==> src/rtl/truth_table_sweeper.sv <==
// truth_table_sweeper: Gray-code exhaustive sweep of an N_IN-input function with truth-table capture/compare (optional STOP_ON_FAIL_EN)
module truth_table_sweeper #(
  parameter int N_IN   = 4,
  parameter int SETTLE = 1
) (
  input  logic                   clk,
  input  logic                   rst_n,
  input  logic                   start,
  input  logic [(1<<N_IN)-1:0]   exp_tt,
  output logic [N_IN-1:0]        stim,
  input  logic                   dut_g,
  output logic                   busy,
  output logic                   done,
  output logic                   pass,
  output logic [N_IN-1:0]        fail_idx,
  output logic [(1<<N_IN)-1:0]   captured
);
  localparam int NV = 1 << N_IN;
  localparam int SW = $clog2(SETTLE + 1);
  localparam logic [1:0] IDLE  = 2'd0;
  localparam logic [1:0] APPLY = 2'd1;
  localparam logic [1:0] DONE  = 2'd2;
  logic [1:0]      state;
  logic [N_IN:0]   idx;
  logic [SW-1:0]   settle_cnt;
  logic [NV-1:0]   exp_q;
  logic            fail_flag;
  logic            sample;
  logic            last;
  logic            mismatch;
  logic            stop;
  logic [N_IN-1:0] idx_lo;
  logic [N_IN-1:0] gray_n;
  // sample point, end-of-sweep detection and next Gray vector
  always_comb begin
    sample   = (state == APPLY) && (settle_cnt == SW'(SETTLE - 1));
    last     = idx == (N_IN+1)'(NV - 1);
    mismatch = dut_g != exp_q[stim];
    idx_lo   = idx[N_IN-1:0] + 1'b1;
    gray_n   = idx_lo ^ (idx_lo >> 1);
  end
`ifdef STOP_ON_FAIL_EN
  assign stop = fail_flag;
`else
  assign stop = 1'b0;
`endif
  // sweep FSM: start latches the expectation, each vector is held SETTLE cycles then sampled
  always_ff @(posedge clk or negedge rst_n) begin
    if (!rst_n) begin
      state      <= IDLE;
      idx        <= '0;
      settle_cnt <= '0;
      exp_q      <= '0;
      fail_flag  <= 1'b0;
      stim       <= '0;
      busy       <= 1'b0;
      done       <= 1'b0;
      pass       <= 1'b0;
      fail_idx   <= '0;
      captured   <= '0;
    end else begin
      done <= 1'b0;
      if (state == IDLE && start) begin
        state      <= APPLY;
        exp_q      <= exp_tt;
        captured   <= '0;
        fail_flag  <= 1'b0;
        fail_idx   <= '0;
        pass       <= 1'b0;
        idx        <= '0;
        settle_cnt <= '0;
        stim       <= '0;
        busy       <= 1'b1;
      end else if (state == APPLY && stop) begin
        state <= DONE;
        busy  <= 1'b0;
        done  <= 1'b1;
        pass  <= 1'b0;
        stim  <= '0;
      end else if (sample) begin
        captured[stim] <= dut_g;
        settle_cnt     <= '0;
        if (mismatch && !fail_flag) begin
          fail_idx  <= stim;
          fail_flag <= 1'b1;
        end
        if (last) begin
          state <= DONE;
          busy  <= 1'b0;
          done  <= 1'b1;
          pass  <= !(fail_flag || mismatch);
          stim  <= '0;
        end else begin
          idx  <= idx + 1'b1;
          stim <= gray_n;
        end
      end else if (state == APPLY) begin
        settle_cnt <= settle_cnt + 1'b1;
      end else if (state == DONE) begin
        state <= IDLE;
      end
    end
  end
endmodule
==> config.mk <==
export PLATFORM = sky130hd
export DESIGN_NAME = truth_table_sweeper
export DESIGN_NICKNAME = d
export VERILOG_FILES = /design/src/rtl/truth_table_sweeper.sv
export SDC_FILE = /design/constraint.sdc
export NUM_CORES = 1
export LEC_CHECK = 0
export ABC_CLOCK_PERIOD_IN_PS = 1660
export CAP_MARGIN = 40
export CORE_MARGIN = 10
export CORE_UTILIZATION = 45
export CTS_BUF_LIST = sky130_fd_sc_hd__clkbuf_8
export DETAILED_ROUTE_END_ITERATION = 8
export DONT_BUFFER_PORTS = 1
export HOLD_SLACK_MARGIN = 0.15
export PLACE_DENSITY_LB_ADDON = 0.2
export REMOVE_ABC_BUFFERS = 1
export SYNTH_ARGS = -nofsm -noshare
export SYNTH_HDL_FRONTEND = slang
export SYNTH_SLANG_ARGS = --single-unit
==> constraint.sdc <==
create_clock -name clk -period 1.66 [get_ports clk]
set_input_delay 0.249 -clock clk [delete_from_list [all_inputs] [get_ports clk]]
set_output_delay 0.249 -clock clk [all_outputs]
set_load 0.02 [all_outputs]
; Yosys cells after proc, flatten, opt, wreduce, memory -nomap -nowiden
; Index checks and enable logic that the tools add are counted.
[totals]
ff_bits = 52
in_bits = 20
output_inout_bits = 27
word_cells = 78
[classes]
addsub = 3
n_lt_le_gt_ge = 2
eq_ne = 7
mux = 36
bitwise = 2
n_reduce_logical = 17
[ops]
columns = cell, count
row1 = 16-bit 2-to-1 mux, 2
row2 = 4-bit 2-to-1 mux, 6
row3 = 1-bit 2-to-1 mux, 17
row4 = 16-bit bitwise mux, 1
row5 = 5-bit 2-to-1 mux, 3
row6 = 2-bit 2-to-1 mux, 5
row7 = 2-bit AND reduction, 3
row8 = 2-bit nonzero test, 3
row9 = 3-bit nonzero test, 2
row10 = "5-bit by 1-bit adder with 5-bit output, second input constant", 1
row11 = "5-bit by 4-bit equality test with 1-bit output, second input constant", 1
row12 = "4-bit by 5-bit less-than comparator with 1-bit output, second input constant", 1
row13 = "4-bit by 1-bit adder with 4-bit output, second input constant", 1
row14 = 1-bit binary-select mux with 4-bit select, 1
row15 = 1-bit demux with 4-bit select, 1
row16 = "4-bit by 1-bit >= comparator with 1-bit output, second input constant", 1
row17 = 1-bit logical AND, 4
row18 = 4-bit by 3-bit bitwise XOR with 4-bit output, 1
row19 = "3-bit by 1-bit inequality test with 1-bit output, second input constant", 1
row20 = "3-bit inequality test, second input constant", 1
row21 = 3-bit AND reduction, 1
row22 = "2-bit by 1-bit equality test with 1-bit output, second input constant", 1
row23 = "2-bit equality test, second input constant", 1
row24 = 1-bit logical NOT, 2
row25 = other kinds (6), 6

; Longest topological paths before layout
; Gate-level depths: netlist (run 1).
[depth]
ltp_word = 8
mapped_depth = 8
depth_no_buf = 7

; Worst setup path before layout (run 1)
; Ideal clock, no wire load.
[synth_timing]
kind = reg-to-reg
start = register stim[1]
end = register fail_idx[0]
setup_time_ns = 0.079
arrival_time_ns = 1.781
required_ns = 1.581
path_slack_ns = -0.200
stages_incl_launch_ff = 6
period_less_slack_ns = 1.860
cell_sequence = dfrtp_1 > buf_2 > mux4_2 > mux2i_1 > and2b_4 > mux2i_1
[synth_between]
elab_chain_len = 6
[synth_rtl]
columns = element, line_no
row1 = start: declaration, 10  ; output logic [N_IN-1:0] stim,
row2 = start signal: assignment, 95  ; stim <= gray_n;
row3 = 1-bit binary-select mux with 4-bit select, 38  ; mismatch = dut_g != exp_q[stim];
row4 = 1-bit 2-to-1 mux (not written as such), 38
row5 = 1-bit inequality test, 38
row6 = 1-bit logical AND, 83  ; if (mismatch && !fail_flag) begin
row7 = 2-bit nonzero test (no source line), n/a
row8 = 2-bit AND reduction (no source line), n/a
row9 = end signal: assignment, 84  ; fail_idx <= stim;
row10 = end: declaration, 15  ; output logic [N_IN-1:0] fail_idx,
; No other way between the ends. The select of a mux whose other input is x is not followed.
; A chain may end at the register's enable or synchronous reset.

; Final worst setup path (run 1)
[layout_timing]
start = register stim[0]
end = register fail_idx[2]
; The elaborated chain is that of the path after synthesis.

==> metrics.log, run 1 <==
[metrics] global-route congestion overflow total: 0
[metrics] fraction of final layout cells with drive strength greater than 1: a little under a quarter
[metrics] Die ar.: roughly 0.0088 sq mm
[metrics] max-cap check violation count: 0
[metrics] final instance area: 0.00320 sq mm
[metrics] met1 layer wirelength in the final routing: approximately 2700 um
[metrics] critical-path cell list: buf_12 -> mux2i_1 -> mux4_2 -> mux2i_2 -> and2b_4 -> mux2i_1
[metrics] Worst R2R Path Depth: 6
[metrics] Horiz. Die Dim: about 94 um
[metrics] Post-Synthesis Cells: 267
[metrics] setup repair after global routing missed its margin: true
[metrics] normalized max-slew margin: a little under three fifths
[metrics] fmax: 0.519 GHz
[metrics] CTS tree: yes
[metrics] post-layout instance count excluding filler cells: approximately 390
[metrics] vias: slightly below 2,000
[metrics] number of setup violations in the final report: 10
[metrics] min Tclk post-route: approximately 1.9 ns
[metrics] register-to-register path setup slack: -0.27 ns
[metrics] asr flop ratio synth: 100%
[metrics] net switching share of the total power: between 40% and 50%
[metrics] capturing point of the worst reg2reg path: fail_idx[2]
[metrics] FF-to-FF Start: stim[0]
[metrics] top-count cell post-synth: nand2_1
[metrics] internal cell power: about 3.6 mW
[metrics] Final Max Slew Viols: 0
[metrics] Unique masters post-synth: 33
[metrics] FF+latch area: ~0.0013 sq mm
[metrics] instance area at placement: around 0.0027 sq mm
[metrics] initial core utilization: between 40% and 50%
[metrics] diodes inserted: 0
[metrics] count of TritonRoute iterations in the first routing pass: 4
[metrics] number of H-tree levels: 2
[metrics] Synth top area share: 53.0%
[metrics] residual antenna-violating net count after detailed routing: 0
[metrics] largest fanout on the critical path: 10
[metrics] Synth Area in Compound Gates: under 10%
[metrics] final WL: 5990 um
[metrics] part of the total power dissipated in sequential elements: between 40% and 50%
[metrics] count of warnings emitted by yosys: 0
[metrics] Clock Tree Buf Depth: 2
[metrics] cell with the most instances on the worst path: mux2i_1
[metrics] number of nets in the layout: 338
[metrics] input/output buffers: 0
[metrics] fillcell total: between 400 and 500
[metrics] signed area change from the synthesized netlist to the final layout: 30.4%
[metrics] final critical-path setup slack: -0.267 ns
[metrics] hold-critical path depth: 2
[metrics] peak ir drop on the vdd network: about 1.0 mV
[metrics] cell with the largest stage delay on the worst path: mux4_2
[metrics] vias in the first global route: between 2,000 and 2,500
[metrics] ports placed on the boundary: 47
[metrics] crit path DAT: between 2 and 2.5 ns
[metrics] vias per cell: about 5
[metrics] total chip power: between 6 and 7 mW
[metrics] result of the run: finished, violations left
[metrics] detailed-routed wire length on met2: around 2800 um
[metrics] WP data required: about 1.9 ns
[metrics] register bit count reported by yosys: between 50 and 60
[metrics] met3 wire len: around 460 um
[metrics] post-route worst hold slack: around 0.16 ns
[metrics] Synth Cell Area: approximately 0.0025 sq mm
[metrics] Overall Global Routing Usage: 13.9%
[metrics] Synth area leaders: dfrtp_1 (53%), nand2_1 (13%), mux2i_1 (7.3%), nor2_1 (3.1%), nand3_1 (2.9%)
[metrics] Worst-Margin Slew: approximately 0.65 ns
[metrics] number of design-rule violations left by the first detailed-router iteration: 100
[metrics] number of enable flip-flop cells after synthesis: 0
[metrics] end of the worst hold path: pass
[metrics] GPL Wtd Cong: around 0.77
[metrics] top layer in use: met3
[metrics] largest net degree at the start of global routing: 53
[metrics] HPWL after detailed placement: ~4200 um
[metrics] critical path class: flip-flop to flip-flop
[metrics] Worst Hold Launch: dut_g
[metrics] number of buffer and inverter instances along the worst setup path: 1
[metrics] Core Footprint: around 0.0052 sq mm
[metrics] Worst Clk Skew: 0.00929 ns
[metrics] per-instance average area after synthesis: a little over 9 sq um
[metrics] worst skew pair latency: 0.30 ns
[metrics] Hold Crit Class: primary input to flip-flop
[metrics] power density over the cells: a little under 2000 mW/mm^2
[metrics] clock input transition at the sequential cells of the worst setup and hold paths: 0.10 ns
[metrics] fraction of power consumed by the clock network: around 11%
[metrics] total clock buffers created by CTS: 5
[metrics] failing checks: setup timing
[metrics] Simple-Gate Fraction of Synth Area: approximately a quarter
[metrics] wire length of the first global-routing pass: 10,100 um
[metrics] Worst path top cell family by delay: multiplexers
[metrics] row count: 26
[metrics] placed cells: around 360
[metrics] combinational family with the most area after synthesis: simple AND/OR/NAND/NOR gates
[metrics] xor/xnor cell area share of the yosys netlist: roughly 2.1%
[metrics] endpoints failing hold: 0
[metrics] DRC violations left: 0
[metrics] cell taking the most area after synthesis: dfrtp_1
[metrics] startpoint class of the critical path: flip-flop
[metrics] average detailed-routed wire length per instance: between 15 and 20 um
[metrics] kind of end point of the critical path: flip-flop
[metrics] relative contribution of combinational cells to total power: a little under half
[metrics] multi-input gate area in the final layout: about 0.0012 sq mm
[metrics] prevailing post-synth register cell: dfrtp_1
[metrics] crit share post-route: 116%
[metrics] Critical Path Max Stage Delay: approximately 0.53 ns
[metrics] most common library cells after synthesis: nand2_1 (84), dfrtp_1 (52), nor2_1 (20), mux2i_1 (18), nand3_1 (14)
[metrics] final core area utilization: between 60% and 70%
[metrics] standby leakage power: around 1.5 nW
[metrics] die extent in y: approximately 94 um
[metrics] Total Neg Setup Slack: -1.64 ns
[metrics] total net switching power: roughly 2.7 mW
[metrics] adder-cell share of the synthesized area: 1.02%
[metrics] antenna violations before repair: 0
[metrics] multiplexer share of the synthesized area: 9.17%
[metrics] CTS Root Buffer Type: clkbuf_8
[metrics] total number of clock tree sinks: between 50 and 60
[metrics] pre-CTS worst setup slack: -0.269 ns
[metrics] portion of the post-synthesis area used by sequential elements: between 50% and 60%
-- layer usage --
layer	vias up	global-route usage (%)
met5	-	0
met3	0	4.96
li1	980	-
met4	0	2.78
met2	44	22.4
met1	927	17.6
-- worst reg2reg max path: stages, from the launching register on --
cell and delay, ns:
dfrtp_1 0.42, buf_12 0.16, mux2i_1 0.11, mux4_2 0.53, mux2i_2 0.22, and2b_4 0.22, mux2i_1 0.20
-- layout by cell type (no fill, tap or decap), types with 6 or more instances in the layout --
master	synthesis	final
a21oi_2	0	8
buf_4	0	32
dfrtp_1	52	52
dlygate4sd3_1	0	19
inv_1	6	6
mux2i_1	18	16
nand2_1	84	84
nand3_1	14	11
nor2_1	20	17
o21ai_0	13	9
-- state kept, by name, summed over array words and instances, names as in the netlist, 2 cells and up --
register / count
fail_idx: 4
captured: 16
exp_q: 16
state: 2
stim: 4
idx: 5
-- kinds of logic after synthesis --
group	after synthesis
and+or+nand+nor	135
DFF	52
AOI/OAI and AO/OA	32
buffers and inverters	20
muxes	20
xor gates and xnor gates	6
adders and majority gates	2
-- how the worst max path moves through the flow --
stage          cells after the start          end      from
6_report                           6  fail_idx[2]   stim[0]
5_1_grt                            6  fail_idx[2]   stim[0]
4_1_cts                            6  fail_idx[0]   stim[0]
3_5_place_dp                       6  fail_idx[2]   stim[0]
3_3_place_gp                       6  fail_idx[1]   stim[0]
2_1_floorplan                      4       idx[2]  state[0]
-- power by group through the flow --
stage,registers (mW),logic (mW),clock network [mW]
2_1_floorplan,2.60,1.50,0
3_3_place_gp,2.61,2.44,0
3_5_place_dp,2.61,2.53,0
4_1_cts,2.59,2.79,0.740
5_1_grt,2.68,3.32,0.795
6_report,2.58,2.98,0.719
-- what timing repair did --
action                                  4_1_cts  5_1_grt
hold buffers                                 20        0
setup buffers                                 2        1
hold endpoints to repair                     86        0
cloned                                        0        0
gates resized for setup                      10       25
pin swaps                                     1        6
endpoints found under the setup margin       11       29
-- area by class of cell --
| class | instances | area share, % |
|---|---|---|
| Clock buffer | 5 | 2.15 |
| Inverter | 6 | 0.703 |
| Sequential cell | 52 | 40.6 |
| Timing Repair Buffer | 56 | 16.0 |
| Clock inverter | 3 | 0.586 |
| Tap cell | 70 | 2.74 |
| Multi-Input combinational cell | 195 | 37.2 |
No activity file was read; power rests on OpenSTA's default activity.
==> run 2: changes to the inputs <==
--- a/config.mk
+++ b/config.mk
@@ -7,6 +7,7 @@
 export LEC_CHECK = 0
 export ABC_CLOCK_PERIOD_IN_PS = 1660
 export CAP_MARGIN = 40
+export CORE_ASPECT_RATIO = 1.5
 export CORE_MARGIN = 10
 export CORE_UTILIZATION = 45
 export CTS_BUF_LIST = sky130_fd_sc_hd__clkbuf_8
@@ -14,7 +15,9 @@
 export DONT_BUFFER_PORTS = 1
 export HOLD_SLACK_MARGIN = 0.15
 export PLACE_DENSITY_LB_ADDON = 0.2
+export RECOVER_POWER = 50
 export REMOVE_ABC_BUFFERS = 1
+export SKIP_CTS_REPAIR_TIMING = 1
 export SYNTH_ARGS = -nofsm -noshare
 export SYNTH_HDL_FRONTEND = slang
 export SYNTH_SLANG_ARGS = --single-unit
==> run 2 against run 1 <==
- power grew 5.9%
- count of clock-buffer cells in the layout is the same
- fmax grew 1.9%
- register-to-register slack gained 0.04 ns
- clock skew grew 0.0016 ns
- die area grew 0.69%
- highest routed layer is now met4
- flip-flop and latch count is the same
- first-iteration DRC count grew 10%
- worst setup slack gained 0.036 ns
- largest cell class unchanged
- global-route usage shrank 0.77 points
- the run still ends with setup timing left
- sequential share of layout area shrank 0.11 points
==> metrics.log, run 2 (same netlist as run 1, synthesis figures left out) <==
[metrics] number of setup violations in the final report: 12
[metrics] highest-count cells in the layout ignoring fill and taps: nand2_1 (78), dfrtp_1 (52), buf_4 (27), dlygate4sd3_1 (19), nor2_1 (16)
[metrics] input/output buffers: 0
[metrics] signed area change from the synthesized netlist to the final layout: 30.8%
[metrics] number of H-tree levels: 2
[metrics] fmax: between 0.5 and 0.6 GHz
[metrics] biggest regs: captured: 16 flops, exp_q: 16 flops, idx: 5 flops
[metrics] final instance area: roughly 0.0032 sq mm
[metrics] internal cell power: ~4 mW
[metrics] global-route congestion overflow total: 0
[metrics] diodes inserted: 0
[metrics] average detailed-routed wire length per instance: 15.3 um
[metrics] WP data required: around 1.9 ns
[metrics] fraction of final layout cells with drive strength greater than 1: between 20% and 30%
[metrics] Worst-Margin Slew: between 0.7 and 0.8 ns
[metrics] vias per cell: about 5.2
[metrics] crit path DAT: about 2.1 ns
[metrics] top layer in use: met4
[metrics] critical path class: flip-flop to flip-flop
[metrics] part of the total power dissipated in sequential elements: about two fifths
[metrics] CTS tree: yes
[metrics] pre-CTS worst setup slack: -0.174 ns
[metrics] max-cap check violation count: 0
[metrics] result of the run: finished, violations left
[metrics] Total Neg Setup Slack: -1.41 ns
[metrics] failing checks: setup timing
[metrics] DRC violations left: 0
[metrics] GPL Wtd Cong: roughly 0.76
[metrics] Hold Crit Class: primary input to flip-flop
[metrics] relative contribution of combinational cells to total power: a little over two fifths
[metrics] total number of clock tree sinks: 52
[metrics] crit share post-route: 114%
[metrics] Clock Tree Buf Depth: 2
[metrics] CTS Root Buffer Type: clkbuf_8
[metrics] met1 layer wirelength in the final routing: approximately 2300 um
[metrics] power density over the cells: 2070 mW/mm^2
[metrics] wire length of the first global-routing pass: around 9400 um
[metrics] startpoint class of the critical path: flip-flop
[metrics] vias: between 1,500 and 2,000
[metrics] antenna violations before repair: 0
[metrics] final WL: a little under 6000 um
[metrics] worst skew pair latency: around 0.32 ns
[metrics] Worst Clk Skew: about 0.011 ns
[metrics] detailed-routed wire length on met2: about 3200 um
[metrics] HPWL after detailed placement: between 4000 and 5000 um
[metrics] initial core utilization: 47.2%
[metrics] min Tclk post-route: 1.89 ns
[metrics] total chip power: ~6.7 mW
[metrics] residual antenna-violating net count after detailed routing: 0
[metrics] Core Footprint: roughly 0.0052 sq mm
[metrics] total net switching power: around 2.7 mW
[metrics] net switching share of the total power: between 30% and 40%
[metrics] placed cells: 350
[metrics] normalized max-slew margin: 53.2%
[metrics] final core area utilization: 61.7%
[metrics] most common cell after layout, fill and taps aside: nand2_1
[metrics] Final Max Slew Viols: 0
[metrics] largest net degree at the start of global routing: 53
[metrics] setup repair after global routing missed its margin: true
[metrics] number of nets in the layout: approximately 340
[metrics] met3 wire len: between 300 and 400 um
[metrics] number of design-rule violations left by the first detailed-router iteration: between 100 and 150
[metrics] count of TritonRoute iterations in the first routing pass: 4
[metrics] fraction of power consumed by the clock network: ~18%
[metrics] row count: 32
[metrics] endpoints failing hold: 0
[metrics] Overall Global Routing Usage: 13.2%
[metrics] die extent in y: about 110 um
[metrics] standby leakage power: approximately 1.5 nW
[metrics] kind of end point of the critical path: flip-flop
[metrics] final critical-path setup slack: -0.231 ns
[metrics] Horiz. Die Dim: 80.3 um
[metrics] peak ir drop on the vdd network: between 0.9 and 1 mV
[metrics] vias in the first global route: just under 2,000
[metrics] largest fanout on the critical path: 5
[metrics] post-layout instance count excluding filler cells: 382
[metrics] post-route worst hold slack: 0.182 ns
[metrics] clock input transition at the sequential cells of the worst setup and hold paths: around 0.09 ns
[metrics] ports placed on the boundary: 47
[metrics] Die ar.: roughly 0.0089 sq mm
[metrics] total clock buffers created by CTS: 5
[metrics] instance area at placement: 0.00270 sq mm
[run 2: area by class of cell]
class                   count  area (sq um)
inverters                   6          22.5
repair buffers             53           460
clock inverters             3          90.1
clock buffers               5          68.8
multi-input cells         195          1180
fillers                   438          1990
flip-flops and latches     52          1300
well taps                  68          85.1
[run 2: path summary, 6_finish.rpt]
kind                           from  cells after the start  slack (ns)        end
max in group asynchronous     rst_n                      2        0.60  exp_q[12]
min                           dut_g                      2        0.18       pass
min reg2reg                exp_q[2]                      2        0.48   exp_q[2]
min in group asynchronous     rst_n                      2        0.58    stim[2]
max reg2reg                 stim[0]                      7       -0.23       pass
max                         stim[0]                      7       -0.23       pass
[run 2: metal layers]
| layer | global-route usage, % | up-vias |
|---|---|---|
| li1 | - | 971 |
| met2 | 22.4 | 35 |
| met4 | 5.28 | 0 |
| met5 | 0 | - |
| met1 | 14.8 | 955 |
| met3 | 3.65 | 9 |
[run 2: power groups by stage]
| stage | logic, mW | clock network [mW] | registers (mW) |
|---|---|---|---|
| 6_report | 2.91 | 1.18 | 2.56 |
| 5_1_grt | 3.25 | 1.25 | 2.65 |
| 4_1_cts | 2.46 | 1.20 | 2.57 |
| 3_5_place_dp | 2.45 | 0 | 2.59 |
| 3_3_place_gp | 2.41 | 0 | 2.58 |
| 2_1_floorplan | 1.50 | 0 | 2.60 |
[run 2: worst max-delay path, stage by stage (launching register included)]
cell	delay (ns)
dfrtp_1	0.41
buf_6	0.14
mux2i_1	0.11
mux4_2	0.50
buf_4	0.16
mux2i_2	0.17
xor2_1	0.10
o31ai_1	0.23
